## src/rtl/rfid_tx_pkg.sv

```systemverilog
// Shared types for the RFID backscatter transmit path: FSM states, FM0 half-bit phase
// and the default FIFO word width.
package rfid_tx_pkg;

   localparam int DATA_W_DEF = 8;

   typedef enum logic [2:0] {
      IDLE,
      LOAD,
      SHIFT,
      DUMMY,
      DONE
   } state_e;

   typedef enum logic {
      FIRST,
      SECOND
   } phase_e;

endpackage

```

## src/rtl/fm0_encoder.sv

```systemverilog
// FM0 level register: the level inverts at every bit boundary, and also mid-bit for a 0.
// During the end-of-signalling dummy-1 the mid-bit inversion is suppressed.
module fm0_encoder
   import rfid_tx_pkg::*;
(
   input  logic clk,
   input  logic reset,
   input  logic tick,
   input  logic phase,
   input  logic bit_val,
   input  logic dummy,
   input  logic clear,
   output logic level
);

   logic level_q, level_d;

   always_comb begin
      level_d = level_q;
      if (clear) begin
         level_d = 1'b0;
      end else if (tick) begin
         if (phase == FIRST) begin
            level_d = ~level_q;
         end else if (!dummy && !bit_val) begin
            level_d = ~level_q;
         end
      end
   end

   always_ff @(posedge clk or posedge reset) begin
      if (reset) begin
         level_q <= 1'b0;
      end else begin
         level_q <= level_d;
      end
   end

   assign level = level_q;

endmodule

```

## src/rtl/fifo_fm0_tx.sv

```systemverilog
// Drains the TX FIFO one word at a time and sends it MSB first as FM0, then the dummy-1,
// then pulses done. Words are chained with no gap while the FIFO stays non-empty.
module fifo_fm0_tx
   import rfid_tx_pkg::*;
#(
   parameter int DATA_W = DATA_W_DEF
) (
   input  logic              clk,
   input  logic              reset,
   input  logic              en,
   input  logic              start,
   input  logic              half_tick,
   input  logic              fifo_empty,
   input  logic [DATA_W-1:0] fifo_data,
   output logic              fifo_read,
   output logic              fm0_out,
   output logic              busy,
   output logic              done
);

   localparam int CNT_W = (DATA_W > 1) ? $clog2(DATA_W) : 1;
   localparam logic [CNT_W-1:0] LAST_BIT = CNT_W'(DATA_W - 1);

   state_e            state_q, state_d;
   phase_e            phase_q, phase_d;
   logic [DATA_W-1:0] shreg_q, shreg_d;
   logic [CNT_W-1:0]  bit_cnt_q, bit_cnt_d;
   logic              enc_tick;

   always_comb begin
      state_d   = state_q;
      phase_d   = phase_q;
      shreg_d   = shreg_q;
      bit_cnt_d = bit_cnt_q;
      fifo_read = 1'b0;
      if (!en) begin
         state_d = IDLE;
         phase_d = FIRST;
      end else begin
         unique case (state_q)
            IDLE: begin
               if (start && !fifo_empty) begin
                  state_d = LOAD;
               end
            end
            LOAD: begin
               // The head word can vanish between request and pop; fall back quietly.
               if (!fifo_empty) begin
                  fifo_read = 1'b1;
                  shreg_d   = fifo_data;
                  bit_cnt_d = '0;
                  phase_d   = FIRST;
                  state_d   = SHIFT;
               end else begin
                  state_d = IDLE;
               end
            end
            SHIFT: begin
               if (half_tick) begin
                  if (phase_q == FIRST) begin
                     phase_d = SECOND;
                  end else begin
                     phase_d   = FIRST;
                     shreg_d   = {shreg_q[DATA_W-2:0], 1'b0};
                     bit_cnt_d = bit_cnt_q + 1'b1;
                     if (bit_cnt_q == LAST_BIT) begin
                        // Pop the next word on the very tick that ends this one.
                        if (!fifo_empty) begin
                           fifo_read = 1'b1;
                           shreg_d   = fifo_data;
                           bit_cnt_d = '0;
                        end else begin
                           state_d = DUMMY;
                        end
                     end
                  end
               end
            end
            DUMMY: begin
               if (half_tick) begin
                  if (phase_q == FIRST) begin
                     phase_d = SECOND;
                  end else begin
                     phase_d = FIRST;
                     state_d = DONE;
                  end
               end
            end
            DONE: begin
               state_d = IDLE;
            end
            default: begin
               state_d = IDLE;
            end
         endcase
      end
   end

   always_ff @(posedge clk or posedge reset) begin
      if (reset) begin
         state_q   <= IDLE;
         phase_q   <= FIRST;
         shreg_q   <= '0;
         bit_cnt_q <= '0;
      end else begin
         state_q   <= state_d;
         phase_q   <= phase_d;
         shreg_q   <= shreg_d;
         bit_cnt_q <= bit_cnt_d;
      end
   end

   assign enc_tick = en && half_tick && ((state_q == SHIFT) || (state_q == DUMMY));

   fm0_encoder u_enc (
      .clk     (clk),
      .reset   (reset),
      .tick    (enc_tick),
      .phase   (phase_q),
      .bit_val (shreg_q[DATA_W-1]),
      .dummy   (state_q == DUMMY),
      .clear   (!en),
      .level   (fm0_out)
   );

   assign busy = (state_q != IDLE);
   assign done = (state_q == DONE);

endmodule

```

## config.mk

```make
export PLATFORM = sky130hd
export DESIGN_NAME = fifo_fm0_tx
export DESIGN_NICKNAME = d
export VERILOG_FILES = /design/src/rtl/rfid_tx_pkg.sv /design/src/rtl/fm0_encoder.sv /design/src/rtl/fifo_fm0_tx.sv
export SDC_FILE = /design/constraint.sdc
export NUM_CORES = 1
export LEC_CHECK = 0
export BUFFER_PORTS_ARGS = -buffer_cell sky130_fd_sc_hd__buf_2
export CAP_MARGIN = 25
export CORE_MARGIN = 5
export CORE_UTILIZATION = 50
export CTS_BUF_LIST = sky130_fd_sc_hd__clkbuf_8
export DETAILED_ROUTE_END_ITERATION = 10
export GPL_TIMING_DRIVEN = 0
export PLACE_DENSITY = 0.75
export REMOVE_ABC_BUFFERS = 1
export SYNTH_ARGS = -nofsm -noshare
export SYNTH_HDL_FRONTEND = slang
export SYNTH_HIERARCHICAL = 1
export SYNTH_SLANG_ARGS = --single-unit
```

## constraint.sdc

```tcl
create_clock -name clk -period 2.4 [get_ports clk]
set_input_delay 0.24 -clock clk [delete_from_list [all_inputs] [get_ports clk]]
set_output_delay 0.24 -clock clk [all_outputs]
set_load 0.03 [all_outputs]
```

==> summary.md, run 1 <==
| Metric | Value |
|---|---|
| Reg-to-reg slack, setup | `0.50 ns` |
| Inst Count DP | `134` |
| Inserted Diodes | `0` |
| Seq pwr share | `51.2%` |
| RSZ-0062 raised after global routing | `false` |
| Slew HR | `59.7%` |
| Int Pwr | `about 0.00049 W` |
| # fillers | `160` |
| DIE AREA | `approximately 2700 um^2` |
| Status | `finished clean` |
| Number of synthesized register bits | `16` |
| Die Y | `52.2 um` |
| Final Skew | `0.00106 ns` |
| IO buf count | `17` |
| Post-DRT Antenna Nets | `0` |
| CTS Buffer Depth | `2` |
| Fin nets | `131` |
| WL final | `1.68 mm` |
| Hold buffer count at CTS | `1` |
| Sequential Area | `400 um^2` |
| PD cells | `630 nW/um^2` |
| Peak VDD IR | `0.429 mV` |
| R2R Path Start | `bit_cnt_q[0]` |
| Period minus WS final | `1.90 ns` |
| Drt via density | `around 5.2` |
| Comb power frac | `12.3%` |
| # resized after CTS | `0` |
| Largest net degree at the start of global routing | `23` |
| CTS tree | `yes` |
| H-tree depth | `1` |
| Dpl hpwl | `1.26 mm` |
| IO Count | `18` |
| Hold Violations, Final | `0` |
| CTS clk-pin slew, worst paths | `0.06 ns` |
| Synth-to-layout area growth | `15.9%` |
| GRT Total Usage | `14.8%` |
| Starting density of the core | `52.2%` |
| CTS buffer count | `3` |
| Post-route insts no fill | `139` |
| Clk sinks | `16` |
| Core area | `1710 um^2` |
| Drt drc | `0` |
| Cell area after layout | `1030 um^2` |
| HP Start | `fifo_data[0]` |
| Leakage | `between 0.5 and 0.6 nW` |
| Placed Area | `967 um^2` |
| Setup CP Type | `flop to flop` |
| Total gr overflow | `0` |
| Clock Latency Late Sink | `0.25 ns` |
| Net Switching | `about 0.00016 W` |
| Die width | `52.2 um` |
| Root Driver | `clkbuf_8` |
| Clk pwr share | `36.5%` |
| Count of final setup violators | `0` |
| Maxcap violations | `0` |
| Distinct cell type count after synthesis | `29` |
| Net Sw Frac | `approximately a quarter` |
| DR iter-0 viols | `5` |
| Mapped Avg Cell Area | `9.18 um^2` |
| Worst Hold Path EP | `shreg_q[0]` |
| Post-Syn Area | `891 um^2` |
| First-pass GRT wire length | `2.97 mm` |
| Pins over their slew limit | `0` |
| Vias in the first global route | `722` |
| Post-CTS Setup Repair Bufs | `0` |
| DR pass1 iterations | `3` |
| Initial antenna violation count | `0` |
| R2R cell count | `5` |
| Share of cells above drive strength 1 | `21.1%` |
| CP Max Fanout | `11` |
| Worst Setup End Kind | `flop` |
| DR vias | `728` |
| Worst R2R End | `shreg_q[5]` |
| Critical path startpoint category | `flop` |
| Hold Path Class | `input port to flop` |
| Yosys Warn Count | `6` |
| Worst Path Arrival | `around 2.0 ns` |
| Mapped Cells | `97` |
| Tightest Pin Transition | `0.604 ns` |
| Worst EP required | `2.52 ns` |
| Period utilization | `79.2%` |
| Multi-input logic area | `approximately 420 um^2` |
| Hold path cells | `3` |
| Seq/Total Area, Yosys | `44.9%` |
| GPL Wtd Cong | `0.742` |
| Max Freq | `about 530 MHz` |
| Setup TNS | `0 ns` |
| Placement row count | `15` |
| Drt wl/cell | `12.1 um` |
==> layout make-up <==
type,count,area share [%]
inverters,9,3.27
clock buffers,4,5.33
well taps,25,3.03
repair buffers,18,9.21
flip-flops and latches,16,38.8
multi-input cells,67,40.4
==> metrics by stage <==
step           total power, W  utilization (%)  setup slack (ns)  hold slack (ns)
2_1_floorplan        0.000386                -             0.651          -0.0313
3_3_place_gp         0.000412             56.6             0.499           0.0824
3_5_place_dp         0.000419             56.6             0.482           0.0891
4_1_cts              0.000659             60.4             0.476            0.253
5_1_grt              0.000686             60.4             0.388            0.275
6_report             0.000650             60.4             0.500            0.252
==> kinds of logic (layout without fill, tap and decap cells) <==
group / after synthesis / count (layout) / share of synthesized area (%)
DFF: 16 / 16 / 44.9
muxes: 8 / 8 / 9.13
and+or+nand+nor: 33 / 33 / 17.6
adders and majority gates: 2 / 2 / 2.81
buffers and inverters: 14 / 31 / 8.29
AOI/OAI and AO/OA: 24 / 24 / 17.3
==> cell usage after synthesis (all sizes together) <==
master | n | area [um^2]
a31o | 1 | 8.76
buf | 5 | 40.0
and3 | 1 | 6.26
a21o | 2 | 15.0
nand4b | 1 | 8.76
nand2b | 2 | 12.5
a211o | 1 | 8.76
a21oi | 6 | 30.0
nand3 | 3 | 15.0
or3 | 1 | 6.26
mux2i | 7 | 70.1
dfrtp | 16 | 400
mux2 | 1 | 11.3
ha | 2 | 25.0
a31oi | 1 | 6.26
nor2 | 4 | 15.0
nand2 | 15 | 56.3
o31ai | 2 | 20.0
a2111o | 1 | 11.3
o21ai | 10 | 53.8
inv | 9 | 33.8
or3b | 1 | 8.76
nor3b | 1 | 7.51
nor3 | 4 | 20.0
==> sequential cells by signal, indices dropped and copies added (netlist names) <==
name         cells
shreg_q          8
bit_cnt_q        3
state_q          3
phase_q          1
u_enc/level      1
==> worst max-delay path, stage by stage, from the launching register on <==
cell and delay, ns:
dfrtp_1 0.40, ha_1 0.21, ha_1 0.20, a2111o_1 0.64
mux2i_1 0.24, o21ai_1 0.07
==> worst max-delay path by stage <==
| stage | start | to | slack (ns) | cells past startpoint |
|---|---|---|---|---|
| floorplan | bit_cnt_q[0] | shreg_q[7] | 0.65 | 5 |
| global placement | bit_cnt_q[0] | shreg_q[5] | 0.50 | 5 |
| detailed placement | bit_cnt_q[0] | shreg_q[5] | 0.48 | 5 |
| CTS | bit_cnt_q[0] | shreg_q[5] | 0.48 | 5 |
| global route | bit_cnt_q[0] | shreg_q[5] | 0.39 | 5 |
| finish | bit_cnt_q[0] | shreg_q[5] | 0.50 | 5 |
==> power groups by stage <==
stage	clock network (W)	logic (W)	registers, W
global route	0.000254	0.0000939	0.000338
detailed placement	0	0.0000809	0.000338
finish	0.000237	0.0000800	0.000333
CTS	0.000243	0.0000816	0.000333
floorplan	0	0.0000565	0.000330
global placement	0	0.0000768	0.000335
==> per-layer routing <==
layer,part of all wire [%],global-route usage (%),vias up
met5,0,0,-
met4,2.0,7.66,0
met3,5.7,3.13,5
met2,48,25.1,16
met1,44,17.6,341
li1,-,-,366
==> cells in the final DEF (no fill, tap or decap) <==
cell	n
a211o_1	1
buf_2	17
o21ai_1	6
clkbuf_8	4
or3_1	1
a21o_1	2
or3b_1	1
o21ai_2	1
o31ai_1	1
ha_1	2
nor3_1	4
a31oi_1	1
nand3_1	3
nand4b_1	1
nor2_1	4
mux2i_1	7
nand2_1	15
a2111o_1	1
o31ai_2	1
and3_1	1
a31o_1	1
nor3b_1	1
o21ai_0	3
dfrtp_1	16
a21oi_1	6
inv_1	9
dlygate4sd3_1	1
mux2_2	1
nand2b_1	2
Power figures use the tool's default switching activity.
==> run 2: changes to the inputs <==
PLACE_DENSITY = 0.78   (was 0.75)
clock period = 1.5 ns   (was 2.4 ns; I/O delays follow)
==> run 2 against run 1 <==
The flow now finishes with violations (setup timing). Clock power up 31%. Via count up 6.0%. Flip-flop and latch count unchanged. Sequential power up 59%. Worst setup slack worse by 0.65 ns. Non-clock buffer count up 6. Final area up 10%. Core utilization up 6.3 points. Critical path type unchanged. Highest routed layer unchanged.
==> summary.md, run 2 (synthesis gave the netlist of run 1 again) <==
| Metric | Value |
|---|---|
| Status | `finished with violations` |
| Failing checks | `setup timing` |
| Leakage | `0.567 nW (+3.4%)` |
| Dpl hpwl | `1.27 mm (+0.93%)` |
| Crit-path cells | `ha_2 -> ha_4 -> a2111o_2 -> mux2i_1 -> o21ai_1` |
| R2R Path Start | `bit_cnt_q[0]` |
| Peak VDD IR | `0.905 mV (+110%)` |
| Final WS setup | `-0.146 ns (-0.646 ns)` |
| Inserted Diodes | `0 (unchanged)` |
| Largest net degree at the start of global routing | `23 (unchanged)` |
| First-pass GRT wire length | `3.08 mm (+3.7%)` |
| Worst Setup End Kind | `flop` |
| Inst Count DP | `134 (unchanged)` |
| Hold path cells | `3 (unchanged)` |
| DR pass1 iterations | `5 (+2)` |
| Die Y | `52.2 um (unchanged)` |
| CTS Buffer Depth | `2 (unchanged)` |
| Worst R2R End | `shreg_q[4]` |
| Pins over their slew limit | `0 (unchanged)` |
| Placed Area | `967 um^2 (unchanged)` |
| Most common cell after layout, fill and taps aside | `buf_2` |
| DR vias | `772 (+6.0%)` |
| CP delay by family, top | `compound AO/OA/AOI/OAI gates` |
| Share of cells above drive strength 1 | `35.0% (+14 points)` |
| DR iter-0 viols | `9 (+4)` |
| Top reg by flops | `shreg_q` |
| Slew HR | `63.5% (+3.8 points)` |
| Setup CP Type | `flop to flop` |
| Maxcap violations | `0 (unchanged)` |
| WL final | `1.89 mm (+13%)` |
| Drt wl/cell | `13.1 um (+8.3%)` |
| DIE AREA | `2730 um^2 (unchanged)` |
| Critical path startpoint category | `flop` |
| Worst Hold Path EP | `shreg_q[0]` |
| Drt via density | `5.32 (+1.7%)` |
| Count of final setup violators | `12 (+12)` |
| Top flop regs | `shreg_q (8), bit_cnt_q (3), state_q (3)` |
| H-tree depth | `1 (unchanged)` |
| Placement row count | `15 (unchanged)` |
| Final Skew | `0.00138 ns (+0.000320 ns)` |
| CP Max Fanout | `6 (-5)` |
| Tightest Pin Transition | `0.547 ns (-0.0577 ns)` |
| CTS clk-pin slew, worst paths | `0.06 ns (about the same)` |
| Reg-to-reg slack, setup | `-0.15 ns (-0.65 ns)` |
| Vias in the first global route | `735 (+1.8%)` |
| Crit-path max cell delay | `0.53 ns (-0.11 ns)` |
| Core area | `1710 um^2 (unchanged)` |
| Drt drc | `0 (unchanged)` |
| Root Driver | `clkbuf_8` |
| Total gr overflow | `0 (unchanged)` |
| Post-DRT Antenna Nets | `0 (unchanged)` |
| IO buf count | `17 (unchanged)` |
| Worst EP required | `1.63 ns (-0.89 ns)` |
| HP Start | `fifo_data[0]` |
| CTS buffer count | `3 (unchanged)` |
| Most frequent cells in the layout | `15 x buf_2, 14 x nand2_1, 13 x dfrtp_1` |
| Synth-to-layout area growth | `27.9%` |
| Cell area after layout | `1140 um^2 (+10%)` |
| Clock Latency Late Sink | `0.24 ns (about the same)` |
| IO Count | `18 (unchanged)` |
| Worst Path Arrival | `1.77 ns (-0.25 ns)` |
| Period minus WS final | `1.65 ns (-0.254 ns)` |
| Post-route insts no fill | `145 (+4.3%)` |
| Hold Path Class | `input port to flop` |
| Clk sinks | `16 (unchanged)` |
| Fin nets | `138 (+5.3%)` |
| CTS tree | `yes` |
| Starting density of the core | `52.2% (unchanged)` |
| Hold Violations, Final | `0 (unchanged)` |
| GPL Wtd Cong | `0.730 (-1.6%)` |
| WP depth | `5 (unchanged)` |
| Initial antenna violation count | `0 (unchanged)` |
| Die width | `52.2 um (unchanged)` |
| Slowest stage cell on the critical path | `a2111o_2` |
| WHS | `0.153 ns (-0.0989 ns)` |
| RSZ-0062 raised after global routing | `true` |
| CP Buf/Inv Count | `0 (unchanged)` |
| PD cells | `872 nW/um^2 (+38%)` |
| Max Freq | `607 MHz (+15%)` |
| GRT Total Usage | `15.4% (+0.60 points)` |
| Period utilization | `110% (+31 points)` |
| R2R cell count | `5 (unchanged)` |
| Max reg flops | `8 (unchanged)` |
run 2: cell types whose count changed in the layout (fill, tap and decap cells not counted), sizes merged:
cell | previous run | this run
buf | 17 | 23
a2111o | 1 | 2
clkbuf | 4 | 3
run 2: worst max-delay path by stage:
stage | endpoint | start | slack, ns
3_5_place_dp | shreg_q[4] | bit_cnt_q[0] | -0.43
3_3_place_gp | shreg_q[4] | bit_cnt_q[0] | -0.38
4_1_cts | shreg_q[4] | bit_cnt_q[1] | -0.16
5_1_grt | shreg_q[1] | bit_cnt_q[1] | -0.23
6_report | shreg_q[4] | bit_cnt_q[0] | -0.15
2_1_floorplan | shreg_q[7] | bit_cnt_q[0] | -0.25
run 2: layout make-up:
cell class                 count  area (um^2)
multi-input combinational     68          473
inverter                       9         33.8
sequential                    16          404
timing repair buffer          24          156
tap                           25         31.3
clock buffer                   3         41.3
fill                         139          568
run 2: what timing repair did:
| action | 4_1_cts | 5_1_grt |
|---|---|---|
| cloned | 1 | 0 |
| hold buffers | 1 | 0 |
| hold endpoints to repair | 16 | 0 |
| buffers inserted | 4 | 2 |
| setup endpoints to repair | 12 | 14 |
| resized for setup | 11 | 10 |
| pin swaps | 5 | 7 |
run 2: power by group:
| group | switching [W] | internal (W) |
|---|---|---|
| Sequential | 0.0000360 | 0.000492 |
| Clock | 0.000133 | 0.000178 |
| Combinational | 0.0000781 | 0.0000772 |
run 2: stage by stage:
stage | utilization, % | power, W | setup slack [ns] | TNS [ns]
after floorplan | - | 0.000618 | -0.249 | -2.54
after global placement | 56.6 | 0.000657 | -0.381 | -3.82
after detailed placement | 56.6 | 0.000666 | -0.432 | -4.32
after CTS | 64.1 | 0.000994 | -0.164 | -1.38
after global routing | 66.7 | 0.00105 | -0.225 | -2.10
final | 66.7 | 0.000994 | -0.146 | -1.26
run 2: worst min-delay path, delay by kind of cell:
| kind | cells | cell delay [ns] |
|---|---|---|
| buffers and inverters | 1 | 0.10 |
| AO/OA/AOI/OAI | 1 | 0.06 |
| AND/OR/NAND/NOR | 1 | 0.05 |
run 2: metal layers:
| layer | up-vias | global-route usage (%) | wire (um) |
|---|---|---|---|
| li1 | 388 | - | - |
| met4 | 0 | 8.94 | 41 |
| met2 | 19 | 25.5 | 912 |
| met1 | 361 | 18.7 | 848 |
| met3 | 4 | 2.85 | 91 |
| met5 | - | 0 | 0 |
